## config.mk

```make
export PLATFORM = sky130hd
export DESIGN_NAME = spi_flash_ctrl_flat
export DESIGN_NICKNAME = d
export VERILOG_FILES = /design/src/rtl/spi_flash_ctrl_if.sv /design/src/rtl/spi_flash_ctrl.sv /design/src/flat_wrapper.sv
export SDC_FILE = /design/constraint.sdc
export NUM_CORES = 1
export LEC_CHECK = 0
export CAP_MARGIN = 10
export CORE_MARGIN = 3
export CORE_UTILIZATION = 55
export CTS_CLUSTER_DIAMETER = 50
export DETAILED_ROUTE_END_ITERATION = 10
export DONT_BUFFER_PORTS = 1
export MAX_ROUTING_LAYER = met4
export PLACE_DENSITY = 0.76
export SYNTH_ARGS = -nofsm -noshare
export SYNTH_HDL_FRONTEND = slang
export SYNTH_SLANG_ARGS = --single-unit
```

## constraint.sdc

```tcl
create_clock -name clk -period 4.5 [get_ports clk]
set_input_delay 0.9 -clock clk [delete_from_list [all_inputs] [get_ports clk]]
set_output_delay 0.9 -clock clk [all_outputs]
set_load 0.02 [all_outputs]
```

## src/rtl/spi_flash_ctrl_if.sv

```systemverilog
// Memory-bus port bundle for the SPI flash controller.
// The bus master drives the request side; the controller answers.
interface spi_flash_ctrl_if;
  logic [31:0] address_in;
  logic        sel_in;
  logic        read_in;
  logic [31:0] read_value_out;
  logic [3:0]  write_mask_in;
  logic [31:0] write_value_in;
  logic        ready_out;

  modport master (
    output address_in, sel_in, read_in,
    output write_mask_in, write_value_in,
    input  read_value_out, ready_out
  );

  modport slave (
    input  address_in, sel_in, read_in,
    input  write_mask_in, write_value_in,
    output read_value_out, ready_out
  );
endinterface

```

## src/rtl/spi_flash_ctrl.sv

```systemverilog
// Read-only SPI flash controller: wakes the flash, then serves
// 32-bit bus reads with mode-0 READ (0x03) transactions.
module spi_flash_ctrl #(
  parameter int CLK_DIV    = 1,
  parameter int WAKE_DELAY = 240
) (
  input  logic             clk,
  input  logic             reset,
  spi_flash_ctrl_if.slave  bus,
  output logic             flash_clk,
  output logic             flash_csn,
  output logic             flash_io0_out,
  output logic             flash_io0_en,
  input  logic             flash_io1_in,
  output logic             flash_io1_en
);
  localparam int DW = (CLK_DIV > 1) ? $clog2(CLK_DIV) : 1;
  localparam int GW = $clog2(2 * CLK_DIV + 1);
  localparam int WW = (WAKE_DELAY > 1) ? $clog2(WAKE_DELAY) : 1;
  localparam logic [DW-1:0] DIV_LAST = DW'(CLK_DIV - 1);
  localparam logic [GW-1:0] GAP_LOAD = GW'(2 * CLK_DIV - 2);
  localparam logic [WW-1:0] WAIT_LAST = WW'(WAKE_DELAY - 1);

  typedef enum logic [2:0] {
    WAKE_CMD, WAKE_WAIT, IDLE, CMD,
    ADDR, DATA, DONE, GAP
  } state_t;

  state_t          state;
  logic [31:0]     sh;
  logic [31:0]     rx;
  logic [31:0]     rdata;
  logic [4:0]      bitcnt;
  logic [4:0]      last;
  logic [DW-1:0]   divcnt;
  logic [GW-1:0]   gapcnt;
  logic [WW-1:0]   waitcnt;
  logic            ready;
  logic            shifting;
  logic            half_end;
  logic            req_rd;
  logic            req_wr;
  logic            unused_bits;

  always_comb begin
    last = 5'd31;
    unique case (state)
      WAKE_CMD, CMD: last = 5'd7;
      ADDR:          last = 5'd23;
      default:       last = 5'd31;
    endcase
  end

  assign shifting = (state == WAKE_CMD && !flash_csn)
                 || state == CMD
                 || state == ADDR
                 || state == DATA;
  assign half_end = divcnt == DIV_LAST;

  // A request seen during the ready cycle is the one just served.
  assign req_rd = bus.sel_in && bus.read_in && !ready;
  assign req_wr = bus.sel_in && !bus.read_in
               && bus.write_mask_in != 4'd0 && !ready;

  always_ff @(posedge clk) begin
    if (reset) begin
      state         <= WAKE_CMD;
      flash_csn     <= 1'b1;
      flash_clk     <= 1'b0;
      flash_io0_out <= 1'b0;
      ready         <= 1'b0;
      rdata         <= '0;
      rx            <= '0;
      sh            <= {8'hAB, 24'h0};
      bitcnt        <= '0;
      divcnt        <= '0;
      gapcnt        <= '0;
      waitcnt       <= '0;
    end else begin
      ready <= 1'b0;
      rdata <= '0;
      if (shifting) begin
        if (!half_end) begin
          divcnt <= divcnt + DW'(1);
        end else begin
          divcnt <= '0;
          if (!flash_clk) begin
            flash_clk <= 1'b1;
            if (state == DATA)
              rx <= {rx[30:0], flash_io1_in};
          end else begin
            flash_clk     <= 1'b0;
            sh            <= {sh[30:0], 1'b0};
            flash_io0_out <= sh[30];
            bitcnt        <= bitcnt + 5'd1;
            if (bitcnt == last) begin
              bitcnt <= '0;
              unique case (state)
                WAKE_CMD: begin
                  state     <= WAKE_WAIT;
                  flash_csn <= 1'b1;
                end
                CMD:     state <= ADDR;
                ADDR:    state <= DATA;
                default: state <= DONE;
              endcase
            end
          end
        end
      end
      unique case (state)
        WAKE_CMD: begin
          if (flash_csn) begin
            flash_csn     <= 1'b0;
            flash_io0_out <= sh[31];
          end
        end
        WAKE_WAIT: begin
          waitcnt <= waitcnt + WW'(1);
          if (waitcnt == WAIT_LAST)
            state <= IDLE;
        end
        IDLE: begin
          if (req_rd) begin
            state         <= CMD;
            flash_csn     <= 1'b0;
            sh            <= {8'h03, bus.address_in[23:2], 2'b00};
            flash_io0_out <= 1'b0;
            divcnt        <= '0;
            bitcnt        <= '0;
          end else if (req_wr) begin
            ready <= 1'b1;
          end
        end
        DONE: begin
          flash_csn <= 1'b1;
          ready     <= 1'b1;
          rdata     <= {rx[7:0], rx[15:8], rx[23:16], rx[31:24]};
          state     <= GAP;
          gapcnt    <= GAP_LOAD;
        end
        GAP: begin
          if (gapcnt == '0)
            state <= IDLE;
          else
            gapcnt <= gapcnt - GW'(1);
        end
        default: ;
      endcase
    end
  end

  assign bus.ready_out      = ready;
  assign bus.read_value_out = bus.sel_in ? rdata : 32'd0;
  assign flash_io0_en       = 1'b1;
  assign flash_io1_en       = 1'b0;

  // Upper address byte wraps, writes carry no data into flash.
  assign unused_bits = ^{bus.address_in[31:24],
                         bus.address_in[1:0],
                         bus.write_value_in};
endmodule

```

## src/flat_wrapper.sv

```systemverilog
// flat-port wrapper written by rule: the top's interface ports become plain ports
module spi_flash_ctrl_flat 
#(
  parameter int CLK_DIV    = 1,
  parameter int WAKE_DELAY = 240
)
  (clk, reset, flash_clk, flash_csn, flash_io0_out, flash_io0_en, flash_io1_in, flash_io1_en, bus_address_in, bus_sel_in, bus_read_in, bus_write_mask_in, bus_write_value_in, bus_read_value_out, bus_ready_out);
  spi_flash_ctrl_if bus_i ();
  input  logic clk;
  input  logic reset;
  output logic flash_clk;
  output logic flash_csn;
  output logic flash_io0_out;
  output logic flash_io0_en;
  input  logic flash_io1_in;
  output logic flash_io1_en;
  input wire logic [$bits(bus_i.address_in)-1:0] bus_address_in;
  input wire logic [$bits(bus_i.sel_in)-1:0] bus_sel_in;
  input wire logic [$bits(bus_i.read_in)-1:0] bus_read_in;
  input wire logic [$bits(bus_i.write_mask_in)-1:0] bus_write_mask_in;
  input wire logic [$bits(bus_i.write_value_in)-1:0] bus_write_value_in;
  output wire logic [$bits(bus_i.read_value_out)-1:0] bus_read_value_out;
  output wire logic [$bits(bus_i.ready_out)-1:0] bus_ready_out;
  assign bus_i.address_in = bus_address_in;
  assign bus_i.sel_in = bus_sel_in;
  assign bus_i.read_in = bus_read_in;
  assign bus_i.write_mask_in = bus_write_mask_in;
  assign bus_i.write_value_in = bus_write_value_in;
  assign bus_read_value_out = bus_i.read_value_out;
  assign bus_ready_out = bus_i.ready_out;
  spi_flash_ctrl #(.CLK_DIV(CLK_DIV), .WAKE_DELAY(WAKE_DELAY)) u_core (.clk(clk), .reset(reset), .bus(bus_i), .flash_clk(flash_clk), .flash_csn(flash_csn), .flash_io0_out(flash_io0_out), .flash_io0_en(flash_io0_en), .flash_io1_in(flash_io1_in), .flash_io1_en(flash_io1_en));
endmodule
```

## Word-level counts from Yosys, hierarchy flattened

Index checks and enable logic that the tools add are counted.

| operators by class | value |
|---|---|
| equality and inequality tests | 10 |
| bitwise gates (word level) | 3 |
| mux-type cells | 46 |
| add/subtract/negate cells | 4 |
| reductions and logical operators | 21 |

Operators with widths:

| cell | count |
|---|---|
| 32-bit 2-to-1 mux | 6 |
| 5-bit 2-to-1 mux | 6 |
| 3-bit 2-to-1 mux | 7 |
| 1-bit 2-to-1 mux | 19 |
| 3-bit == test (second input constant) | 4 |
| 3-bit one-hot mux with 4 select lines | 1 |
| 5-bit one-hot mux with 2 select lines | 1 |
| 3-bit one-hot mux with 3 select lines | 1 |
| 8-bit by 1-bit adder with 8-bit output (second input constant) | 1 |
| 8-bit == test (second input constant) | 1 |
| 3-bit by 2-bit == test with 1-bit output (second input constant) | 2 |
| 1-bit logical AND | 6 |
| 5-bit by 1-bit adder with 5-bit output (second input constant) | 1 |
| 5-bit == test | 1 |
| 1-bit one-hot mux with 2 select lines | 2 |
| 2-bit one-hot mux with 2 select lines | 1 |
| 2-bit AND reduction | 2 |
| 4-bit AND reduction | 1 |
| 4-bit nonzero test | 1 |
| 2-bit OR reduction | 2 |
| 3-bit by 1-bit == test with 1-bit output (second input constant) | 1 |
| 1-bit logical NOT | 3 |
| 3-bit logical NOT | 1 |
| 1-bit logical OR | 3 |
| other kinds (8) | 10 |

| word-level totals | value |
|---|---|
| output and inout port bits | 38 |
| flip-flop bits (word level) | 119 |
| word-level logic and storage cells | 96 |

## Depth between registers and ports, before layout

| logic depth | value |
|---|---|
| word-level depth | 10 |
| depth in mapped cells | 8 |
| gate-level depth less buffers | 6 |

## Worst setup path after synthesis

OpenSTA, ideal clock, no wires.

| timing | value |
|---|---|
| path type | input to output |
| start | input port bus_sel_in |
| end | output port bus_read_value_out[0] |
| setup slack | 2.272 ns |
| buffers on the path | 1 |
| arrival time | 1.328 ns |
| data required time | 3.600 ns |
| stages on the path | 2 |
| cells stage by stage | clkbuf_1 -> and2_1 |

| between the ends | value |
|---|---|
| longest elaborated chain between the ends | 1 |

Ends and longest elaborated chain:

| item | line | source |
|---|---|---|
| start, declared | flat_wrapper.sv:18 | `input wire logic [$bits(bus_i.sel_in)-1:0] bus_sel_in;` |
| 32-bit 2-to-1 mux | spi_flash_ctrl.sv:154 | `assign bus.read_value_out = bus.sel_in ? rdata : 32'd0;` |
| end, declared | flat_wrapper.sv:22 | `output wire logic [$bits(bus_i.read_value_out)-1:0] bus_read_value_out;` |

No other way between the ends.

## Final worst setup path

| timing | value |
|---|---|
| start | register u_core.state[1] |
| end | register u_core.state[1] |

| between the ends | value |
|---|---|
| longest elaborated chain between the ends | 10 |
| elaborated cells on any way between the ends | 24 |
| classes of those cells | eq/ne (8); mux (10); reduce/logical (6) |

Ends and longest elaborated chain:

| item | line | source |
|---|---|---|
| start, declared | spi_flash_ctrl.sv:29 | `state_t state;` |
| start signal, assigned | spi_flash_ctrl.sv:67 | `state <= WAKE_CMD;` |
| start signal, assigned | spi_flash_ctrl.sv:100 | `state <= WAKE_WAIT;` |
| start signal, assigned | spi_flash_ctrl.sv:103 | `CMD: state <= ADDR;` |
| 3-bit by 2-bit == test with 1-bit output / 3-bit logical NOT (equally long branches) | -- |  |
| 2-bit OR reduction | spi_flash_ctrl.sv:47 | `unique case (state)` |
| 5-bit one-hot mux with 2 select lines | spi_flash_ctrl.sv:47 |  |
| 5-bit == test | spi_flash_ctrl.sv:96 | `if (bitcnt == last) begin` |
| 3-bit 2-to-1 mux | spi_flash_ctrl.sv:96 |  |
| 3-bit 2-to-1 mux | spi_flash_ctrl.sv:87 | `if (!flash_clk) begin` |
| 3-bit 2-to-1 mux | spi_flash_ctrl.sv:83 | `if (!half_end) begin` |
| 3-bit 2-to-1 mux | spi_flash_ctrl.sv:82 | `if (shifting) begin` |
| 3-bit 2-to-1 mux, on equally long branches | spi_flash_ctrl.sv:143, spi_flash_ctrl.sv:120, spi_flash_ctrl.sv:124 |  |
| 3-bit one-hot mux with 4 select lines * | spi_flash_ctrl.sv:111 | `unique case (state)` |

Mark *: on every way between the ends. The rest lies on a longest branch, timed or not.
A chain may end at the register's enable or synchronous reset.

==> impl_metrics.py <==
metrics = {
    "route": {
        "drt-initial-drc-count": 146,
        "wl_per_cell_um": 13.1,
        "wl_mm": 8.19,
        "vias": 3307,
        "first_pass_iters": 4,
        "ant_nets": 0,
        "route.detailed.drc": 0,
        "via_per_inst": 5.30,
    },
    "cells_and_area": {
        "multi_input_area_um2": 2190,
        "area_delta_synth_final_pct": 10.5,
        "num-fill-cells": 702,
        "antenna-diode-count": 0,
        "fin_nets": 583,
        "final_common_cell": "dfxtp_1",
        "drive_gt1_frac": 0.0809,
        "mostFrequentLayoutCells": "dfxtp_1 (119), nand2_1 (71), and2_1 (66)",
        "regArea_um2": 2380,
    },
    "setup_path": {
        "critPathArrivalTime_ns": 2.78,
        "worst-path-max-fanout": 33,
        "rr_worst_depth": 5,
        "critPathTopFamily": "compound AO/OA/AOI/OAI gates",
        "path_class": "register to register",
        "critPathLaunch": "u_core.state[1]",
        "cp.required_ns": 4.88,
        "r2r-start": "u_core.state[1]",
        "crit_path_end_kind": "register",
        "rrSetupSlack_ns": 2.11,
        "crit_path_top_delay_cell": "dfxtp_1",
        "worstPathCellList": "nand3b_1, o32a_2, buf_4, o41ai_1, a31oi_1",
        "critPathLaunchType": "register",
        "crit_buf_inv": 1,
        "critPathMaxStageDelay_ns": 0.67,
        "path_depth": 5,
    },
    "hold_path": {
        "min_from": "u_core.rx[31]",
        "hold_path_class": "register to register",
        "hold_depth": 2,
    },
    "clock_network": {
        "cts.sinks": 119,
        "clock_path_buffers": 2,
        "path_clk_slew_ns": 0.06,
        "clock-root-buffer": "clkbuf_8",
        "post-cts-setup-buffer-count": 0,
        "cts_hold_buf": 0,
        "cts_tree": "yes",
        "post_cts_resized": 0,
        "numCtsBuffers": 17,
        "clock_latency_ns": 0.51,
        "cts_htree_levels": 4,
    },
    "logic_synthesis": {
        "synth_xor_area_frac": 0.0238,
        "synth_top_family_by_area": "simple AND/OR/NAND/NOR gates",
        "synth_fp_nets": 600,
        "synth-compound-area-share": 0.116,
        "synthMuxAreaShare": 0.0715,
        "yosysSeqAreaShare": 0.499,
        "synthArstFlopShare": 0,
        "synth_cell_type_count": 50,
        "synth_cells": 524,
        "synthAdderAreaFrac": 0.00786,
        "synth_simple_gate_area_share": 0.236,
        "synthFlopType": "dfxtp_1",
        "synthesis.area_um2": 4780,
        "ys_warn_count": 0,
        "ys_ff_latch": 119,
        "synth_area_per_cell_um2": 9.11,
        "synth_edf_count": 0,
    },
    "timing": {
        "period_needed_ns": 2.39,
        "finClkSkew_ns": 0.0115,
        "slew_viol_final": 0,
        "fmax_mhz": 418,
        "setup_tns_ns": 0,
        "hold_viol": 0,
        "finalCritPeriodShare": 0.532,
        "setup_violations": 0,
        "max_slew.worst_pin.slew_ns": 1.13,
        "grt_setup_unrepaired": "no",
        "slew_headroom": 0.248,
        "hold_ws_ns": 0.447,
    },
    "placed_design": {
        "gp_congestion": 0.770,
        "portBuffers": 0,
        "hpwl_mm": 4.98,
    },
    "die": {
        "pin_count": 111,
        "die_w_um": 99.2,
        "dieArea_um2": 9840,
        "core_area_um2": 8340,
        "initial_utilization": 0.573,
        "die_h_um": 99.2,
        "num_rows": 33,
    },
    "pwr": {
        "vdd_drop_max_mv": 0.394,
        "powerDensity_nw_per_um2": 432,
        "power_mw": 2.28,
        "leakage_nw": 2.14,
    },
    "grt": {
        "grtUsageMet1": 0.198,
        "grt_first_pass_wirelength_mm": 13.9,
        "antenna_found_initial": 0,
        "gr-usage-met2": 0.291,
        "use_met3": 0.0750,
        "gr-usage-all-layers": 0.179,
        "grt_pass1_vias": 3174,
        "grt-busiest-layer": "met2",
        "grt_max_degree": 79,
        "gr-total-overflow": 0,
    },
    "job": {
        "drv_cap": 0,
    },
    "outcome": {
        "status": "complete, no violations",
    },
}
flip-flops by register name (all words and copies together) (netlist names):
| name | flops |
|---|---|
| u_core.sh | 32 |
| u_core.flash_io0_out | 1 |
| u_core.gapcnt | 2 |
| u_core.flash_clk | 1 |
| u_core.bus.ready_out | 1 |
| u_core.flash_csn | 1 |
| u_core.state | 3 |
| u_core.rx | 32 |
| u_core.waitcnt | 8 |
| u_core.divcnt | 1 |
| u_core.bitcnt | 5 |
| u_core.rdata | 32 |
final cells by class:
| class | count | share of cell area |
|---|---|---|
| flip-flops and latches | 119 | 0.451 |
| multi-input cells | 360 | 0.414 |
| clock buffers | 21 | 0.0870 |
| well taps | 105 | 0.0249 |
| clock inverters | 10 | 0.0142 |
| repair buffers | 3 | 0.00427 |
| inverters | 6 | 0.00427 |
power by group:
group          leakage, nW  total [mW]  internal, mW  switching (mW)
Clock                0.252        1.18         0.716           0.460
Sequential           0.960        1.07          1.06         0.00768
Combinational        0.924      0.0369        0.0175          0.0195
cells by family after synthesis:
group,Yosys count
buffers and inverters,45
xor gates and xnor gates,13
adders and majority gates,3
other,2
DFF,119
AOI/OAI and AO/OA,84
muxes,34
and+or+nand+nor,224
per-layer routing:
| layer | share of wire | wire (um) |
|---|---|---|
| met5 | 0 | 0 |
| met4 | 0.0079 | 65 |
| met3 | 0.056 | 457 |
| met2 | 0.48 | 3940 |
| met1 | 0.45 | 3720 |
metrics by stage:
stage | setup slack, ns | std cells | cell area, um^2 | util
floorplan | 2.27 | 524 | 4780 | -
global placement | 2.19 | 593 | 4740 | 0.569
detailed placement | 2.17 | 593 | 4740 | 0.569
CTS | 2.10 | 624 | 5280 | 0.633
global route | 1.94 | 624 | 5280 | 0.633
finish | 2.11 | 624 | 5280 | 0.633
cell usage after synthesis (4+ instances only):
cell type,count,area [um^2]
and2_1,66,413
nand3_1,5,25.0
mux2i_1,33,330
nand2_1,71,267
a211oi_1,22,165
buf_4,5,37.5
buf_2,9,45.0
o21bai_1,4,30.0
nor2_1,49,184
inv_1,6,22.5
xor2_1,6,52.6
nand2b_1,4,25.0
xnor2_1,7,61.3
and3_1,5,31.3
dfxtp_1,119,2380
clkbuf_1,23,86.3
a21oi_1,38,190
nor3_1,7,35.0
worst reg2reg max path: stages (launching register included):
cell      delay (ns)
dfxtp_1         0.67
nand3b_1        0.24
o32a_2          0.50
buf_4           0.33
o41ai_1         0.41
a31oi_1         0.12
worst paths after layout:
| check | to |
|---|---|
| max | u_core.state[1] |
| min | u_core.rx[31] |
| max reg2reg | u_core.state[1] |
| min reg2reg | u_core.rx[31] |
Power figures use the tool's default switching activity.
